File: src/rtl/core_pkg.sv
// Shared definitions for the execute-stage multiply/divide unit.
// Holds the RV32M funct3 encodings, the sequencer states and result constants.
package core_pkg;

    typedef enum logic [2:0] {
        OP_MUL    = 3'b000,
        OP_MULH   = 3'b001,
        OP_MULHSU = 3'b010,
        OP_MULHU  = 3'b011,
        OP_DIV    = 3'b100,
        OP_DIVU   = 3'b101,
        OP_REM    = 3'b110,
        OP_REMU   = 3'b111
    } muldiv_op_t;

    typedef enum logic [1:0] {
        ST_IDLE,
        ST_CALC,
        ST_FIX
    } muldiv_state_t;

    localparam logic [31:0] DIV_ZERO_Q = 32'hFFFFFFFF;
    localparam logic [31:0] INT_MIN    = 32'h80000000;

endpackage

File: src/rtl/core_muldiv_fixup.sv
// Sign restoration and result selection for the multiply/divide unit.
// Ports: op, operand sign flags, rs1 magnitude, raw product or {rem,quo},
//        divide-by-zero / overflow flags in; 32-bit result out.
module core_muldiv_fixup
    import core_pkg::*;
(
    input  muldiv_op_t  op,
    input  logic        neg1,
    input  logic        neg2,
    input  logic [31:0] mag1,
    input  logic [63:0] prod,
    input  logic        div_zero,
    input  logic        overflow,
    output logic [31:0] res
);

    logic [63:0] prod_s;
    logic [31:0] quo;
    logic [31:0] rem;
    logic [31:0] rs1;

    always_comb begin
        prod_s = (neg1 ^ neg2) ? -prod : prod;
        // Divider leaves the quotient in the low half, remainder in the high half
        quo    = (neg1 ^ neg2) ? -prod[31:0] : prod[31:0];
        rem    = neg1 ? -prod[63:32] : prod[63:32];
        // Divide by zero returns rs1 unchanged, rebuilt from its magnitude
        rs1    = neg1 ? -mag1 : mag1;
        res    = '0;
        unique case (op)
            OP_MUL:                       res = prod_s[31:0];
            OP_MULH, OP_MULHSU, OP_MULHU: res = prod_s[63:32];
            OP_DIV, OP_DIVU:
                res = div_zero ? DIV_ZERO_Q : (overflow ? INT_MIN : quo);
            OP_REM, OP_REMU:
                res = div_zero ? rs1 : (overflow ? 32'd0 : rem);
            default:                      res = '0;
        endcase
    end

endmodule

File: src/rtl/core_muldiv.sv
// Iterative RV32M multiply/divide unit (shift-add multiply, restoring divide).
// Ports: clk, rst (sync, active-high), i_start/i_funct3/i_num1u/i_num2u request,
//        i_flush abort; o_busy stall, o_done one-cycle pulse, o_res result.
// Build option MULDIV_FAST_MUL_EN: single-cycle combinational multiply.
module core_muldiv #(
    parameter int XLEN = 32
) (
    input  logic            clk,
    input  logic            rst,
    input  logic            i_start,
    input  logic [2:0]      i_funct3,
    input  logic [XLEN-1:0] i_num1u,
    input  logic [XLEN-1:0] i_num2u,
    input  logic            i_flush,
    output logic            o_busy,
    output logic            o_done,
    output logic [XLEN-1:0] o_res
);
    import core_pkg::*;

    muldiv_state_t state, state_nxt;
    muldiv_op_t    op_q;
    logic          neg1_q, neg2_q, dz_q, ovf_q;
    logic [31:0]   mag1_q, mag2_q;
    logic [63:0]   acc_q;
    logic [4:0]    cnt_q;

    logic          is_div, sgn1, sgn2, neg1, neg2, dz, ovf, special, accept;
    logic [31:0]   mag1, mag2;

    always_comb begin
        is_div  = i_funct3[2];
        sgn2    = (i_funct3 == OP_MULH) || (is_div && !i_funct3[0]);
        sgn1    = sgn2 || (i_funct3 == OP_MULHSU);
        neg1    = sgn1 && i_num1u[31];
        neg2    = sgn2 && i_num2u[31];
        mag1    = neg1 ? -i_num1u : i_num1u;
        mag2    = neg2 ? -i_num2u : i_num2u;
        dz      = is_div && (i_num2u == '0);
        ovf     = is_div && sgn2 && (i_num1u == INT_MIN)
                  && (i_num2u == DIV_ZERO_Q);
        special = dz || ovf;
`ifdef MULDIV_FAST_MUL_EN
        special = special || !is_div;
`endif
    end

    assign accept = (state == ST_IDLE) && i_start && !i_flush;
    assign o_busy = (state != ST_IDLE);

    // One iteration: multiply adds rs1 magnitude into the high half and
    // shifts right; divide shifts {rem,dividend} left and trial-subtracts.
    logic [32:0] mul_sum, rem_sh;
    logic [31:0] rem_new;
    logic        ge;
    logic [63:0] step;

    always_comb begin
        mul_sum = {1'b0, acc_q[63:32]} + (acc_q[0] ? {1'b0, mag1_q} : 33'd0);
        rem_sh  = acc_q[63:31];
        ge      = rem_sh >= {1'b0, mag2_q};
        rem_new = ge ? rem_sh[31:0] - mag2_q : rem_sh[31:0];
        step    = op_q[2] ? {rem_new, acc_q[30:0], ge}
                          : {mul_sum, acc_q[31:1]};
    end

    always_comb begin
        state_nxt = state;
        unique case (state)
            ST_IDLE: if (accept) state_nxt = special ? ST_FIX : ST_CALC;
            ST_CALC: if (cnt_q == 5'd31) state_nxt = ST_FIX;
            ST_FIX:  state_nxt = ST_IDLE;
            default: state_nxt = ST_IDLE;
        endcase
        if (i_flush) state_nxt = ST_IDLE;
    end

    always_ff @(posedge clk) begin
        if (rst) state <= ST_IDLE;
        else     state <= state_nxt;
    end

    logic [63:0] fix_prod;
    logic        fix_n1, fix_n2;
    logic [31:0] fix_res;

`ifdef MULDIV_FAST_MUL_EN
    logic [31:0]        raw1_q, raw2_q;
    logic signed [63:0] fast_prod;

    always_ff @(posedge clk) begin
        if (rst) begin
            raw1_q <= '0;
            raw2_q <= '0;
        end else if (accept) begin
            raw1_q <= i_num1u;
            raw2_q <= i_num2u;
        end
    end

    // Sign flag doubles as the 33rd bit, giving a 33x33 signed product
    assign fast_prod = 64'($signed({neg1_q, raw1_q}))
                     * 64'($signed({neg2_q, raw2_q}));
    assign fix_prod  = op_q[2] ? acc_q : fast_prod;
    assign fix_n1    = op_q[2] && neg1_q;
    assign fix_n2    = op_q[2] && neg2_q;
`else
    assign fix_prod  = acc_q;
    assign fix_n1    = neg1_q;
    assign fix_n2    = neg2_q;
`endif

    core_muldiv_fixup u_fixup (
        .op       (op_q),
        .neg1     (fix_n1),
        .neg2     (fix_n2),
        .mag1     (mag1_q),
        .prod     (fix_prod),
        .div_zero (dz_q),
        .overflow (ovf_q),
        .res      (fix_res)
    );

    always_ff @(posedge clk) begin
        if (rst) begin
            op_q   <= OP_MUL;
            neg1_q <= 1'b0;
            neg2_q <= 1'b0;
            dz_q   <= 1'b0;
            ovf_q  <= 1'b0;
            mag1_q <= '0;
            mag2_q <= '0;
            acc_q  <= '0;
            cnt_q  <= '0;
            o_done <= 1'b0;
            o_res  <= '0;
        end else begin
            o_done <= 1'b0;
            if (accept) begin
                op_q   <= muldiv_op_t'(i_funct3);
                neg1_q <= neg1;
                neg2_q <= neg2;
                dz_q   <= dz;
                ovf_q  <= ovf;
                mag1_q <= mag1;
                mag2_q <= mag2;
                acc_q  <= {32'd0, is_div ? mag1 : mag2};
                cnt_q  <= '0;
            end else if (!i_flush) begin
                if (state == ST_CALC) begin
                    acc_q <= step;
                    cnt_q <= cnt_q + 5'd1;
                end
                if (state == ST_FIX) begin
                    o_done <= 1'b1;
                    o_res  <= fix_res;
                end
            end
        end
    end

endmodule

File: config.mk
export PLATFORM = sky130hd
export DESIGN_NAME = core_muldiv
export DESIGN_NICKNAME = d
export VERILOG_FILES = /design/src/rtl/core_pkg.sv /design/src/rtl/core_muldiv_fixup.sv /design/src/rtl/core_muldiv.sv
export SDC_FILE = /design/constraint.sdc
export NUM_CORES = 1
export LEC_CHECK = 0
export ABC_AREA = 1
export BUFFER_PORTS_ARGS = -buffer_cell sky130_fd_sc_hd__buf_2
export CAP_MARGIN = 20
export CELL_PAD_IN_SITES_DETAIL_PLACEMENT = 0
export CELL_PAD_IN_SITES_GLOBAL_PLACEMENT = 1
export CORE_ASPECT_RATIO = 1.1
export CORE_MARGIN = 4
export CORE_UTILIZATION = 47
export CTS_CLUSTER_DIAMETER = 150
export DETAILED_ROUTE_END_ITERATION = 10
export PLACE_DENSITY = 0.94
export REMOVE_ABC_BUFFERS = 1
export SYNTH_ARGS = -nofsm -noshare
export SYNTH_HDL_FRONTEND = slang
export SYNTH_SLANG_ARGS = --single-unit
File: constraint.sdc
create_clock -name clk -period 6 [get_ports clk]
set_input_delay 0 -clock clk [delete_from_list [all_inputs] [get_ports clk]]
set_output_delay 0 -clock clk [all_outputs]
set_load 0.03 [all_outputs]
==> reports/results.tsv <==
stage	metric	value	unit
synth	async_reset_ff_share	0	%
synth	ys_top_cells_by_area	nand2_1 (21%), dfxtp_1 (18%), nand3_1 (9.7%), inv_1 (8.8%), nor2_1 (7.4%)	
sta	setup_ws	2.31	ns
synth	synth_top_area_share	21.0	%
route	vias_per_cell	5.91	
global_routing	grt_usage	37.8	%
clocking	postCtsResizedCells	0	
die	num_rows	77	
clocking	htreeDepth	4	
sta	clock-skew-final	0.0136	ns
global_routing	grt_max_degree	80	
clocking	clock_tree.root_cell	clkbuf_16	
final_layout	final_common_cell	nand2_1	
global_routing	grt_pass1_wl	129	mm
power_and_ir_drop	seqPwrFrac	32.1	%
synth	yosys.area_share.xor_xnor	3.85	%
global_routing	antenna_found_initial	1	
route	final_antenna_net_count	0	
power_and_ir_drop	p_int	2.23	mW
power_and_ir_drop	p_leak	11.0	nW
synth	synth_adder_area_share	4.87	%
synth	ys_types	60	
clocking	cts_inserted_buffers	17	
synth	muxShareOfSynthArea	0	%
clocking	cts_sinks	175	
power_and_ir_drop	pwr-share-clk	29.8	%
clocking	clkLatencyLatePin	0.48	ns
die	die_h	221	um
route	routed-via-count	24361	
min_path	hold_class	in2reg	
die	die_area	44500	um2
die	pin_count	105	
clocking	clk_pin_slew	0.08	ns
final_layout	mostFrequentLayoutCells	nand2_1 (1,080), inv_1 (451), nor2_1 (378)	
synth	yosys.area.top_type	nand2_1	
synth	yosysWarnings	0	
setup_path	critPathArrivalTime	4.08	ns
synth	yosys.area_share.simple	44.4	%
placed_design	gp_routability_congestion	1.07	
setup_path	critPathKind	reg2reg	
final_layout	n_antenna_cell	0	
sta	drv_slew	0	
global_routing	met3_usage	8.30	%
global_routing	top_usage_layer	met2	
die	core_region_area	40500	um2
route	drt_iter0_drc	3299	
synth	syn-cell-area	19300	um2
run	drv_cap	0	
power_and_ir_drop	power.density	191	nW/um2
global_routing	grt_pass1_vias	21631	
power_and_ir_drop	combPwrFrac	38.1	%
power_and_ir_drop	ir_drop	224	uV
global_routing	globalRoute.totalOverflow	0	
route	drtPass1Iterations	8	
synth	synth_edf_count	0	
final_layout	nFillCells	4474	
synth	seq_area_frac_synth	18.1	%
run_status	status	completed	
sta	setup-tns-final	0	ns
sta	setup_violations	0	
synth	synth_flop_cell	dfxtp_1	
sta	fmax	271	MHz
die	die_w	201	um
final_layout	area_growth	9.04	%
placed_design	pre_cts_slack	2.47	ns
sta	worstMarginPinSlew	1.03	ns
sta	maxSlewHeadroom	31.1	%
synth	avgSynthCellArea	5.46	um2
setup_path	worstPathRequired	6.39	ns
clocking	post-cts-setup-buffers	0	
clocking	cts_tree	yes	
die	start_util	47.8	%
power_and_ir_drop	netSwitchingFraction	44.5	%
synth	synth-compound-area-share	16.7	%
final_layout	utilization	52.1	%
setup_path	path_max_fanout	32	
final_layout	drive_above_1_share	6.90	%
global_routing	grtUsageMet1	50.1	%
route	wire_per_inst	21.2	um
route	drt_wl_total	87.2	mm
synth	synth_seq_cells	175	
setup_path	startpoint_type	flip-flop	
sta	rsz0062_at_grt	no	
placed_design	dp.final_hpwl	70.0	mm
sta	min_period_over_period	61.5	%
global_routing	grt.met2_usage	55.7	%
synth	synth_top_family_by_area	simple AND/OR/NAND/NOR gates	
sta	hold_viol_final	0	
synth	syn_inst	3542	
power_and_ir_drop	p_switching	1.79	mW
clocking	cts_buffer_depth	2	
final_layout	fin_nets	3740	
setup_path	crit_path_end_kind	flip-flop	
route	drc	0	
placed_design	numPortBuffers	104	
sta	fin_crit	3.69	ns
==> sequential cells by signal, summed over array words and instances, names as in the netlist <==
signal,flops
acc_q,64
cnt_q,5
ovf_q,1
o_res,32
state,2
o_done,1
op_q,3
mag1_q,32
mag2_q,32
dz_q,1
fix_n2,1
fix_n1,1
==> power by group through the flow <==
| stage | combinational (mW) | sequential, mW | clock, mW |
|---|---|---|---|
| finish | 1.53 | 1.29 | 1.20 |
| detailed placement | 1.44 | 1.32 | 0 |
| global route | 1.65 | 1.29 | 1.24 |
| CTS | 1.46 | 1.29 | 1.20 |
| global placement | 1.44 | 1.32 | 0 |
| floorplan | 0.953 | 1.29 | 0 |
==> kinds of logic (layout without fill, tap and decap cells) <==
| logic type | after synthesis | in the layout |
|---|---|---|
| and+or+nand+nor | 2024 | 2024 |
| AOI/OAI and AO/OA | 590 | 590 |
| buffers and inverters | 594 | 660 |
| DFF | 175 | 175 |
| adders and majority gates | 74 | 74 |
| xor gates and xnor gates | 85 | 85 |
==> layer usage <==
metal,up-vias,share of wire (%)
li1,11601,-
met1,10863,40
met2,1598,40
met3,297,12
met4,2,7.9
met5,-,0.017
==> worst max-delay path, cell delays in order (launching register included) <==
cell      delay (ns)
dfxtp_1         0.31
inv_1           0.09
nand2_1         0.09
nor2_2          0.66
inv_1           0.70
nor2_2          0.99
inv_2           0.27
o21ai_0         0.23
a21oi_1         0.06
a211oi_1        0.20
==> cell type report <==
cell class                 count  area (um2)  share of cell area (%)
clock buffer                  17         425                    2.02
clock inverter                15         186                   0.884
inverter                     475        1780                    8.45
multi-input combinational   2773       13500                    64.2
sequential                   175        3510                    16.6
tap                          513         642                    3.04
timing repair buffer         153        1010                    4.77
==> synth_stat cells, types with 4 or more instances <==
master,count
a221oi_1,4
o22ai_1,17
clkbuf_1,76
nor4_1,8
a21oi_1,204
nand3b_1,15
inv_1,452
o21a_1,10
dfxtp_1,175
o21bai_1,9
o21ai_1,13
a211oi_1,4
nor3_1,41
nor2_4,5
inv_2,20
nor2_1,381
nand4_1,59
or2_2,8
a31oi_1,26
nand2_2,20
nand3_1,373
o211ai_1,18
a21o_1,5
buf_2,26
o21ai_0,261
nor2_2,12
ha_1,72
nand4_2,4
buf_1,9
nand2_1,1081
nand2_4,4
xor2_1,68
xnor2_1,17
==> what timing repair did <==
item                                    CTS  global route
hold buffers                             31             0
endpoints found under the setup margin    0             0
hold endpoints to repair                 43             0
==> worst paths after layout <==
path,start,endpoint,slack [ns],cells past startpoint
max,state[1],acc_q[8],2.31,9
min,i_num1u[11],mag1_q[11],0.02,4
max reg2reg,state[1],acc_q[8],2.31,9
min reg2reg,o_res[30],o_res[30],0.46,2
==> stage by stage <==
stage	cells	power [mW]	hold slack (ns)	instance area [um2]
floorplan	3423	2.24	0.0691	18800
global placement	4056	2.76	0.329	20100
detailed placement	4056	2.75	0.337	20100
CTS	4119	3.95	0.00223	21000
global route	4121	4.19	0.0350	21100
finish	4121	4.02	0.0191	21100
No activity file was read; power rests on OpenSTA's default activity.
